[src/rtl/uart_pkg.sv]
// Shared UART definitions: parity codes, frame FSM encoding, CPU address map
// and the status word layout read back by software.
package uart_pkg;

    localparam int PARITY_NONE = 0;
    localparam int PARITY_ODD  = 1;
    localparam int PARITY_EVEN = 2;

    localparam logic [31:0] UART_DATA_ADDR = 32'h1000_0000;
    localparam logic [31:0] UART_STAT_ADDR = 32'h1000_0004;

    typedef enum logic [2:0] {
        ST_IDLE,
        ST_START,
        ST_DATA,
        ST_PAR,
        ST_STOP
    } tx_state_t;

    // Status word: bit0 full, bit1 empty, bit2 overflow, bit3 busy, [15:8] count.
    function automatic logic [15:0] uart_status(input logic       full,
                                                input logic       empty,
                                                input logic       overflow,
                                                input logic       busy,
                                                input logic [7:0] count);
        return {count, 4'b0000, busy, overflow, empty, full};
    endfunction

endpackage

[src/rtl/sync_fifo.sv]
// Single-clock FIFO with first-word-fall-through read and registered
// count/full/empty flags.
module sync_fifo #(
    parameter int WIDTH = 8,
    parameter int DEPTH = 16
) (
    input  logic                     clk,
    input  logic                     rst,
    input  logic                     i_push,
    input  logic [WIDTH-1:0]         i_data,
    input  logic                     i_pop,
    output logic [WIDTH-1:0]         o_data,
    output logic                     o_full,
    output logic                     o_empty,
    output logic [$clog2(DEPTH):0]   o_count
);

    localparam int PTR_W = $clog2(DEPTH);
    localparam int CNT_W = PTR_W + 1;
    localparam logic [CNT_W-1:0] CNT_MAX = CNT_W'(DEPTH);

    if ((DEPTH < 2) || ((DEPTH & (DEPTH - 1)) != 0)) begin : g_chk_depth
        $error("sync_fifo: DEPTH must be a power of two and at least 2");
    end

    logic [WIDTH-1:0] r_mem [DEPTH];
    logic [PTR_W-1:0] r_wr_ptr;
    logic [PTR_W-1:0] r_rd_ptr;
    logic [CNT_W-1:0] r_count;
    logic             r_full;
    logic             r_empty;
    logic             w_do_push;
    logic             w_do_pop;
    logic [CNT_W-1:0] w_count_next;

    assign w_do_push = i_push && !r_full;
    assign w_do_pop  = i_pop && !r_empty;

    always_comb begin
        // NOTE: every always_comb output gets a default first so no path leaves it unassigned (no latch).
        w_count_next = r_count;
        if (w_do_push && !w_do_pop) begin
            w_count_next = r_count + 1'b1;
        end else if (w_do_pop && !w_do_push) begin
            w_count_next = r_count - 1'b1;
        end
    end

    // NOTE: storage has no reset; pointers and count alone define which entries are valid.
    always_ff @(posedge clk) begin
        if (w_do_push) begin
            r_mem[r_wr_ptr] <= i_data;
        end
    end

    // NOTE: sequential state uses non-blocking assignments so all registers update together.
    always_ff @(posedge clk) begin
        if (rst) begin
            r_wr_ptr <= '0;
            r_rd_ptr <= '0;
            r_count  <= '0;
            r_full   <= 1'b0;
            r_empty  <= 1'b1;
        end else begin
            if (w_do_push) r_wr_ptr <= r_wr_ptr + 1'b1;
            if (w_do_pop)  r_rd_ptr <= r_rd_ptr + 1'b1;
            r_count <= w_count_next;
            r_full  <= (w_count_next == CNT_MAX);
            r_empty <= (w_count_next == '0);
        end
    end

    assign o_data  = r_mem[r_rd_ptr];
    assign o_full  = r_full;
    assign o_empty = r_empty;
    assign o_count = r_count;

endmodule

[src/rtl/uart_tx_fifo.sv]
// Buffered UART transmitter: CPU stores fill a FIFO, the frame FSM drains it
// with configurable data width, parity and stop bits; tx is registered.
module uart_tx_fifo
    import uart_pkg::*;
#(
    parameter int CLKS_PER_BIT = 868,
    parameter int DATA_BITS    = 8,
    parameter int FIFO_DEPTH   = 16,
    parameter int PARITY       = 0,
    parameter int STOP_BITS    = 1
) (
    input  logic                          clk,
    input  logic                          rst,
    input  logic                          wr_en,
    input  logic [DATA_BITS-1:0]          wr_data,
    input  logic                          clr_ovf,
    output logic                          tx,
    output logic                          busy,
    output logic                          full,
    output logic                          empty,
    output logic [$clog2(FIFO_DEPTH):0]   count,
    output logic                          overflow
);

    localparam int BAUD_W = $clog2(CLKS_PER_BIT);
    localparam int BIT_W  = 3;
    localparam logic [BAUD_W-1:0] BAUD_LAST = BAUD_W'(CLKS_PER_BIT - 1);
    localparam logic [BIT_W-1:0]  DATA_LAST = BIT_W'(DATA_BITS - 1);
    localparam logic [BIT_W-1:0]  STOP_LAST = BIT_W'(STOP_BITS - 1);

    if (CLKS_PER_BIT < 2) begin : g_chk_cpb
        $error("uart_tx_fifo: CLKS_PER_BIT must be at least 2");
    end
    if ((DATA_BITS < 5) || (DATA_BITS > 8)) begin : g_chk_data
        $error("uart_tx_fifo: DATA_BITS must be 5..8");
    end
    if ((PARITY < 0) || (PARITY > 2)) begin : g_chk_par
        $error("uart_tx_fifo: PARITY must be 0 (none), 1 (odd) or 2 (even)");
    end
    if ((STOP_BITS != 1) && (STOP_BITS != 2)) begin : g_chk_stop
        $error("uart_tx_fifo: STOP_BITS must be 1 or 2");
    end

    tx_state_t             r_state;
    tx_state_t             w_state_next;
    logic [BAUD_W-1:0]     r_baud;
    logic [BAUD_W-1:0]     w_baud_next;
    logic [BIT_W-1:0]      r_bit;
    logic [BIT_W-1:0]      w_bit_next;
    logic [DATA_BITS-1:0]  r_shift;
    logic [DATA_BITS-1:0]  w_shift_next;
    logic                  r_parity;
    logic                  w_parity_next;
    logic                  r_tx;
    logic                  w_tx_next;
    logic                  r_busy;
    logic                  w_busy_next;
    logic                  r_overflow;
    logic                  w_bit_end;
    logic                  w_pop;
    logic                  w_push;
    logic                  w_full;
    logic                  w_empty;
    logic [DATA_BITS-1:0]  w_head;

    // Full is the registered flag, so a push in a full cycle drops even if a pop frees a slot.
    assign w_push    = wr_en && !w_full;
    assign w_bit_end = (r_baud == BAUD_LAST);

    sync_fifo #(
        .WIDTH (DATA_BITS),
        .DEPTH (FIFO_DEPTH)
    ) u_fifo (
        .clk     (clk),
        .rst     (rst),
        .i_push  (w_push),
        .i_data  (wr_data),
        .i_pop   (w_pop),
        .o_data  (w_head),
        .o_full  (w_full),
        .o_empty (w_empty),
        .o_count (count)
    );

    always_ff @(posedge clk) begin
        if (rst) begin
            r_state  <= ST_IDLE;
            r_baud   <= '0;
            r_bit    <= '0;
            r_shift  <= '0;
            r_parity <= 1'b0;
            r_tx     <= 1'b1;
            r_busy   <= 1'b0;
        end else begin
            r_state  <= w_state_next;
            r_baud   <= w_baud_next;
            r_bit    <= w_bit_next;
            r_shift  <= w_shift_next;
            r_parity <= w_parity_next;
            r_tx     <= w_tx_next;
            r_busy   <= w_busy_next;
        end
    end

    always_comb begin
        w_state_next  = r_state;
        w_shift_next  = r_shift;
        w_parity_next = r_parity;
        w_pop         = 1'b0;
        case (r_state)
            ST_IDLE: begin
                if (!w_empty) begin
                    w_pop        = 1'b1;
                    w_state_next = ST_START;
                end
            end
            ST_START: begin
                if (w_bit_end) w_state_next = ST_DATA;
            end
            ST_DATA: begin
                if (w_bit_end) begin
                    if (r_bit == DATA_LAST) begin
                        w_state_next = (PARITY != PARITY_NONE) ? ST_PAR : ST_STOP;
                    end else begin
                        w_shift_next = r_shift >> 1;
                    end
                end
            end
            ST_PAR: begin
                if (w_bit_end) w_state_next = ST_STOP;
            end
            ST_STOP: begin
                // Chaining straight into START keeps back-to-back frames gap-free.
                if (w_bit_end && (r_bit == STOP_LAST)) begin
                    if (!w_empty) begin
                        w_pop        = 1'b1;
                        w_state_next = ST_START;
                    end else begin
                        w_state_next = ST_IDLE;
                    end
                end
            end
            default: w_state_next = ST_IDLE;
        endcase

        if (w_pop) begin
            w_shift_next  = w_head;
            w_parity_next = ^w_head;
        end

        w_baud_next = ((r_state == ST_IDLE) || w_bit_end) ? '0 : r_baud + 1'b1;
        if (w_state_next != r_state) begin
            w_bit_next = '0;
        end else if (w_bit_end) begin
            w_bit_next = r_bit + 1'b1;
        end else begin
            w_bit_next = r_bit;
        end
    end

    // Line level is decided from the next state so the registered tx lines up with it.
    always_comb begin
        w_busy_next = (w_state_next != ST_IDLE);
        case (w_state_next)
            ST_START: w_tx_next = 1'b0;
            ST_DATA:  w_tx_next = w_shift_next[0];
            ST_PAR:   w_tx_next = (PARITY == PARITY_EVEN) ? w_parity_next : ~w_parity_next;
            default:  w_tx_next = 1'b1;
        endcase
    end

    always_ff @(posedge clk) begin
        if (rst) begin
            r_overflow <= 1'b0;
        end else if (wr_en && w_full) begin
            r_overflow <= 1'b1;
        end else if (clr_ovf) begin
            r_overflow <= 1'b0;
        end
    end

    assign tx       = r_tx;
    assign busy     = r_busy;
    assign full     = w_full;
    assign empty    = w_empty;
    assign overflow = r_overflow;

endmodule
[config.mk]
export PLATFORM = sky130hd
export DESIGN_NAME = uart_tx_fifo
export DESIGN_NICKNAME = d
export VERILOG_FILES = /design/src/rtl/uart_pkg.sv /design/src/rtl/sync_fifo.sv /design/src/rtl/uart_tx_fifo.sv
export SDC_FILE = /design/constraint.sdc
export NUM_CORES = 1
export LEC_CHECK = 0
export BUFFER_PORTS_ARGS = -buffer_cell sky130_fd_sc_hd__buf_2
export CORE_MARGIN = 2
export CORE_UTILIZATION = 36
export CTS_CLUSTER_DIAMETER = 150
export DETAILED_ROUTE_END_ITERATION = 8
export MAX_ROUTING_LAYER = met4
export PLACE_DENSITY = 0.53
export REMOVE_ABC_BUFFERS = 1
export SLEW_MARGIN = 5
export SYNTH_ARGS = -nofsm -noshare
export SYNTH_HDL_FRONTEND = slang
export SYNTH_HIERARCHICAL = 1
export SYNTH_SLANG_ARGS = --single-unit
[constraint.sdc]
create_clock -name clk -period 6 [get_ports clk]
set_input_delay 1.2 -clock clk [delete_from_list [all_inputs] [get_ports clk]]
set_output_delay 1.2 -clock clk [all_outputs]
set_load 0.05 [all_outputs]
======== Word-level counts from Yosys, hierarchy flattened ========
Memory sizes are Yosys's and may differ from the RTL's. A register that Yosys moved wholly into a read port is not among the register bits.
Cells that the tools add are included.
word-level totals
  register bits ........................... 43
  RAM bits ................................ 128
  bits of input ports ..................... 12
  output and inout port bits .............. 10
  logic and storage cells ................. 82
  memories kept ........................... 1
memory list
  memory        depth  bits a word  read ports  clocked after Yosys merged registers in  write ports  RTL line         source
  u_fifo.r_mem  16     8            1           1                                        1            sync_fifo.sv:26  logic [WIDTH-1:0] r_mem [DEPTH];
cells by class
  add/sub/neg operators ................... 6
  eq/ne operators ......................... 12
  multiplexer cells ....................... 25
  bitwise logic cells ..................... 1
  reduce and logical (&&, ||, !) cells .... 23
operators with widths
  cell                                              number
  two-way mux 8 bit                                 4
  two-way mux 3 bit                                 6
  one-hot mux 3 bit (5 select lines)                1
  == test 3 x 2 -> 1 bit, second input constant     4
  adder 10 x 1 -> 10 bit, second input constant     1
  == test 10 bit, second input constant             1
  two-way mux 5 bit                                 2
  adder 4 x 1 -> 4 bit, second input constant       2
  two-way mux 1 bit                                 8
  two-way mux 4 bit                                 2
  parity 8 bit                                      1
  logical AND 1 bit                                 7
  == test 3 x 1 -> 1 bit, second input constant     2
  == test 3 bit, second input constant              2
  zero test 3 bit                                   2
  nonzero test 2 bit                                3
  adder 5 x 1 -> 5 bit, second input constant       1
  == test 5 bit, second input constant              1
  zero test 5 bit                                   1
  subtractor 5 x 1 -> 5 bit, second input constant  1
  zero test 1 bit                                   4
  OR reduction 2 bit                                2
  adder 3 x 1 -> 3 bit, second input constant       1
  inequality test 3 bit                             1
  7 further kinds                                   7

======== Depth between registers and ports, before layout ========
  word-level depth ........................ 9
  gate-level depth with buffers ........... 12
  gate-level depth less buffers ........... 11

======== By module ========
Netlist, hierarchy kept.
by module, submodules not included
  module        instances  cells each  area an instance (sq um)  sequential area each (sq um)
  sync_fifo     1          296         5831.8                    4224.1
  uart_tx_fifo  1          149         1372.6                    560.5

======== Worst setup path before layout ========
No wires, ideal clock.
  path type ............................... reg-to-reg
  from .................................... register r_baud[0]
  to ...................................... register u_fifo.r_full (netlist: u_fifo/o_full)
  library setup time ...................... 0.091 ns
  arrival time ............................ 2.833 ns
  data required time ...................... 5.909 ns
  setup slack ............................. 3.076 ns
  stages on the path, launching flop included .. 13
  path buffers ............................ 2
  clock period less this slack ............ 2.924 ns
  cells stage by stage .................... dfxtp_1 > ha_1 > or3b_1 > buf_6 > o41ai_1 > nand2_1 > inv_2 > nor2b_1 > buf_2 > nor3_1 > nor4_1 > o31a_1 > nor4bb_1
between the ends
  longest elaborated chain between the ends .. 9
  elaborated cells on any way between the ends .. 11
  those cells by class .................... eq/ne (2); mux (4); reduce/logical (5)
ends and longest elaborated chain
  element                                                        RTL line                          source
  start, declared                                                uart_tx_fifo.sv:46                logic [BAUD_W-1:0] r_baud;
  start signal, assigned                                         uart_tx_fifo.sv:96                r_baud <= w_baud_next;
  == test 10 bit (*)                                             uart_tx_fifo.sv:68                assign w_bit_end = (r_baud == BAUD_LAST);
  logical AND 1 bit (*)                                          uart_tx_fifo.sv:134               if (w_bit_end && (r_bit == STOP_LAST)) begin
  two-way mux 1 bit (*)                                          uart_tx_fifo.sv:134
  one-hot mux 1 bit (2 select lines) (*)                         uart_tx_fifo.sv:110               case (r_state)
  via w_pop                                                      uart_tx_fifo.sv:60                logic w_pop;
  logical AND 1 bit (*)                                          sync_fifo.sv:37                   assign w_do_pop = i_pop && !r_empty;
  logical AND 1 bit / zero test 1 bit (equally long branches)    sync_fifo.sv:44, sync_fifo.sv:42
  two-way mux 5 bit / logical AND 1 bit (equally long branches)  sync_fifo.sv:44, sync_fifo.sv:42
  two-way mux 5 bit (*)                                          sync_fifo.sv:42                   if (w_do_push && !w_do_pop) begin
  == test 5 bit (*)                                              sync_fifo.sv:68                   r_full <= (w_count_next == CNT_MAX);
  end signal, assigned                                           sync_fifo.sv:68
  end, declared                                                  sync_fifo.sv:30                   logic r_full;
The timed path passes the listed nets; every way through them passes the cells marked *.
A chain may end at the register's enable or synchronous reset.

======== Final worst setup path ========
Ends and elaborated chain as after synthesis.

==> run_results.csv <==
group,metric,value,unit
power_and_ir_drop,power_density,378.1,nW/µm²
floorplan,io_pins,22,
sta,relSlewSlack,19.75,%
sta,setup_slack,2.052,ns
floorplan,die_h,145.5,µm
clock_tree,post_cts_buffers,0,
clock_tree,cts_max_path_buffers,2,
worst_setup_path,worstSetupPathType,"flop to flop",
final_layout,layoutNonFillerInstCount,745,
detailed_routing,avgRoutedWirePerCell,18.91,µm
power_and_ir_drop,irDropWorstVdd,0.1893,mV
global_routing,antenna_found_initial,0,
clock_tree,cts-resized-gates,0,
worst_setup_path,required,6.33,ns
final_layout,diodes,0,
placement,place_ws,2.091,ns
synthesis,ys_ff_latch,175,
final_layout,area_delta_synth_final,12.68,%
synthesis,synth_cell_types,50,
sta,fin_crit,3.948,ns
placement,dp_cells,713,
synthesis,synth_edf_count,128,
clock_tree,cts_root_buffer,"clkbuf_16",
sta,worstMarginPinSlew,1.195,ns
synthesis,postSynth.asyncResetShare,0,%
placement,port_buffers,21,
synthesis,syn_area,7204,µm²
global_routing,overflow,0,
clock_tree,cts_tree,"done",
worst_setup_path,crit_path_start_kind,"flop",
clock_tree,cts_buffers,17,
floorplan,initial_utilization,36.90,%
synthesis,yosys_warnings,6,
sta,slew_viol_final,0,
synthesis,netlist_instances,445,
worst_setup_path,path_max_fanout,17,
sta,max_freq,0.2533,GHz
placement,dp_hpwl,9.197,mm
placement,gp_congestion,0.8069,
worst_setup_path,ff2ff_setup_slack,2.05,ns
detailed_routing,vias,3796,
worst_setup_path,cp.arrival,4.28,ns
synthesis,synth_ff_type,"edfxtp_1",
placement,placed_cell_area,7511,µm²
floorplan,core,19530,µm²
clock_tree,insertion_delay,0.43,ns
sta,setup_viol,0,
clock_tree,postCtsHoldBufs,0,
sta,finClkSkew,0.009205,ns
detailed_routing,vias_per_cell,5.095,
global_routing,grt_usage,14.36,%
global_routing,grt_pass1_wl,21.95,mm
global_routing,grt_max_degree,33,
clock_tree,cts_sinks,175,
detailed_routing,drtIter0Drc,283,
clock_tree,htreeDepth,4,
sta,fin_crit_sh,65.80,%
sta,finalHoldViolCount,0,
global_routing,first_global_vias,3851,
power_and_ir_drop,p_leak,2.649,nW
synthesis,ys_seq_area_share,66.41,%
detailed_routing,drcViolationCount,0,
detailed_routing,drt_wl_total,14.09,mm
floorplan,fp-row-count,51,
worst_hold_path,hp-class,"flop to flop",
detailed_routing,ant_nets,0,
floorplan,die-area,21160,µm²
detailed_routing,dr.pass1.iters,5,
flow_run,cap_violations,0,
sta,fin_tns_setup,0,ns
final_layout,layout-drive-gt1-share,18.96,%
floorplan,die_w,145.5,µm
worst_setup_path,worst_setup_path_end_kind,"flop",
clock_tree,clkSlewWorstSetupHoldPaths,0.07,ns
final_layout,nets,490,
synthesis,avgSynthCellArea,16.19,µm²
final_layout,stdcell_area,8118,µm²
outcome,status,"complete, no violations",
sta,rsz0062_at_grt,"no",
==> worst paths after layout <==
kind | startpoint | end | depth (start not counted)
max | r_baud[0] | u_fifo/o_full | 10
min | r_baud[0] | r_baud[0] | 1
max reg2reg | r_baud[0] | u_fifo/o_full | 10
min reg2reg | r_baud[0] | r_baud[0] | 1
==> cell type report <==
type / instances / area, µm²
Timing Repair Buffer: 22 / 112.6
Clock buffer: 18 / 429.2
Sequential cell: 175 / 4787
Inverter: 11 / 41.29
Tap cell: 265 / 331.6
Fill cell: 1807 / 11410
Clock inverter: 14 / 172.7
Multi-Input combinational cell: 240 / 2243
==> critical path: stages (launching register included) <==
cell      delay (ns)
dfxtp_1         0.35
ha_1            0.25
or3b_1          0.50
o41ai_1         0.46
nand2_1         0.47
inv_2           0.24
nor2b_1         0.54
nor3_1          0.11
nor4_1          0.46
o31a_1          0.26
nor4bb_1        0.21
==> per-layer routing <==
layer / GRT usage [%] / up-vias / routed length [µm]
met5: - / - / 0
met4: 4.706 / 0 / 251
met3: 3.480 / 18 / 412
met2: 22.61 / 59 / 6840
met1: 18.40 / 1955 / 6584
li1: - / 1764 / -
==> cells in the final DEF, fill, tap and decap left out, drive strengths merged, types with 9 or more instances in the layout <==
cell type  count
dfxtp         47
inv           18
edfxtp       128
nor3          13
clkbuf        18
xor2          11
buf           22
a211oi        10
xnor2         14
mux4          40
mux2i          9
nor2          54
ha            11
nand2         15
==> per-stage QoR <==
stage | power (mW) | hold slack (ns) | util, %
2_1_floorplan | 1.840 | 0.4132 | -
3_3_place_gp | 1.976 | 0.4232 | 38.47
3_5_place_dp | 1.985 | 0.4544 | 38.47
4_1_cts | 3.105 | 0.4637 | 41.55
5_1_grt | 3.204 | 0.4887 | 41.57
6_report | 3.070 | 0.4574 | 41.57
==> sequential cells by signal, summed over array words and instances, names as in the netlist, named ones only <==
register and cells:
r_bit 3, tx 1, overflow 1, u_fifo/r_mem 128, u_fifo/o_empty 1, u_fifo/o_full 1, r_shift 8, u_fifo/o_count 5
busy 1, u_fifo/r_wr_ptr 4, r_baud 10, u_fifo/r_rd_ptr 4, r_state 3, r_parity 1
==> Yosys cell counts (5+ instances only) <==
library cell	number	area share (%)
mux4_2	29	9.1
ha_1	11	1.9
nor3_1	12	0.83
buf_2	6	0.42
xor2_1	11	1.3
edfxtp_1	128	53
and3_1	5	0.43
mux4_1	11	4.0
inv_1	10	0.52
clkbuf_1	6	0.31
mux2i_1	9	1.3
a211oi_1	10	1.0
nor2_1	54	2.8
nand2_1	15	0.78
xnor2_1	14	1.7
nand3_1	8	0.56
dfxtp_1	47	13
nand2b_1	7	0.61
a21oi_1	6	0.42
==> report_power, final <==
group | internal, mW | leakage (nW) | total (mW) | switching (mW)
sequential | 1.37 | 1.54 | 1.44 | 0.0740
clock | 0.631 | 0.298 | 1.12 | 0.487
combinational | 0.224 | 0.810 | 0.513 | 0.289
==> cell families (layout without fill, tap and decap cells) <==
logic type               count (synthesis)  after routing  share of synthesized area, %
XOR/XNOR                                25             25                         3.039
adder cells (fa/ha/maj)                 11             11                         1.910
AO/OA/AOI/OAI                           31             31                         3.161
buffers and inverters                   30             65                         2.518
multiplexers                            49             49                         14.33
AND/OR/NAND/NOR                        124            124                         8.631
flip-flops                             175            175                         66.41
Note: power is estimated with default switching activity, not from simulation.
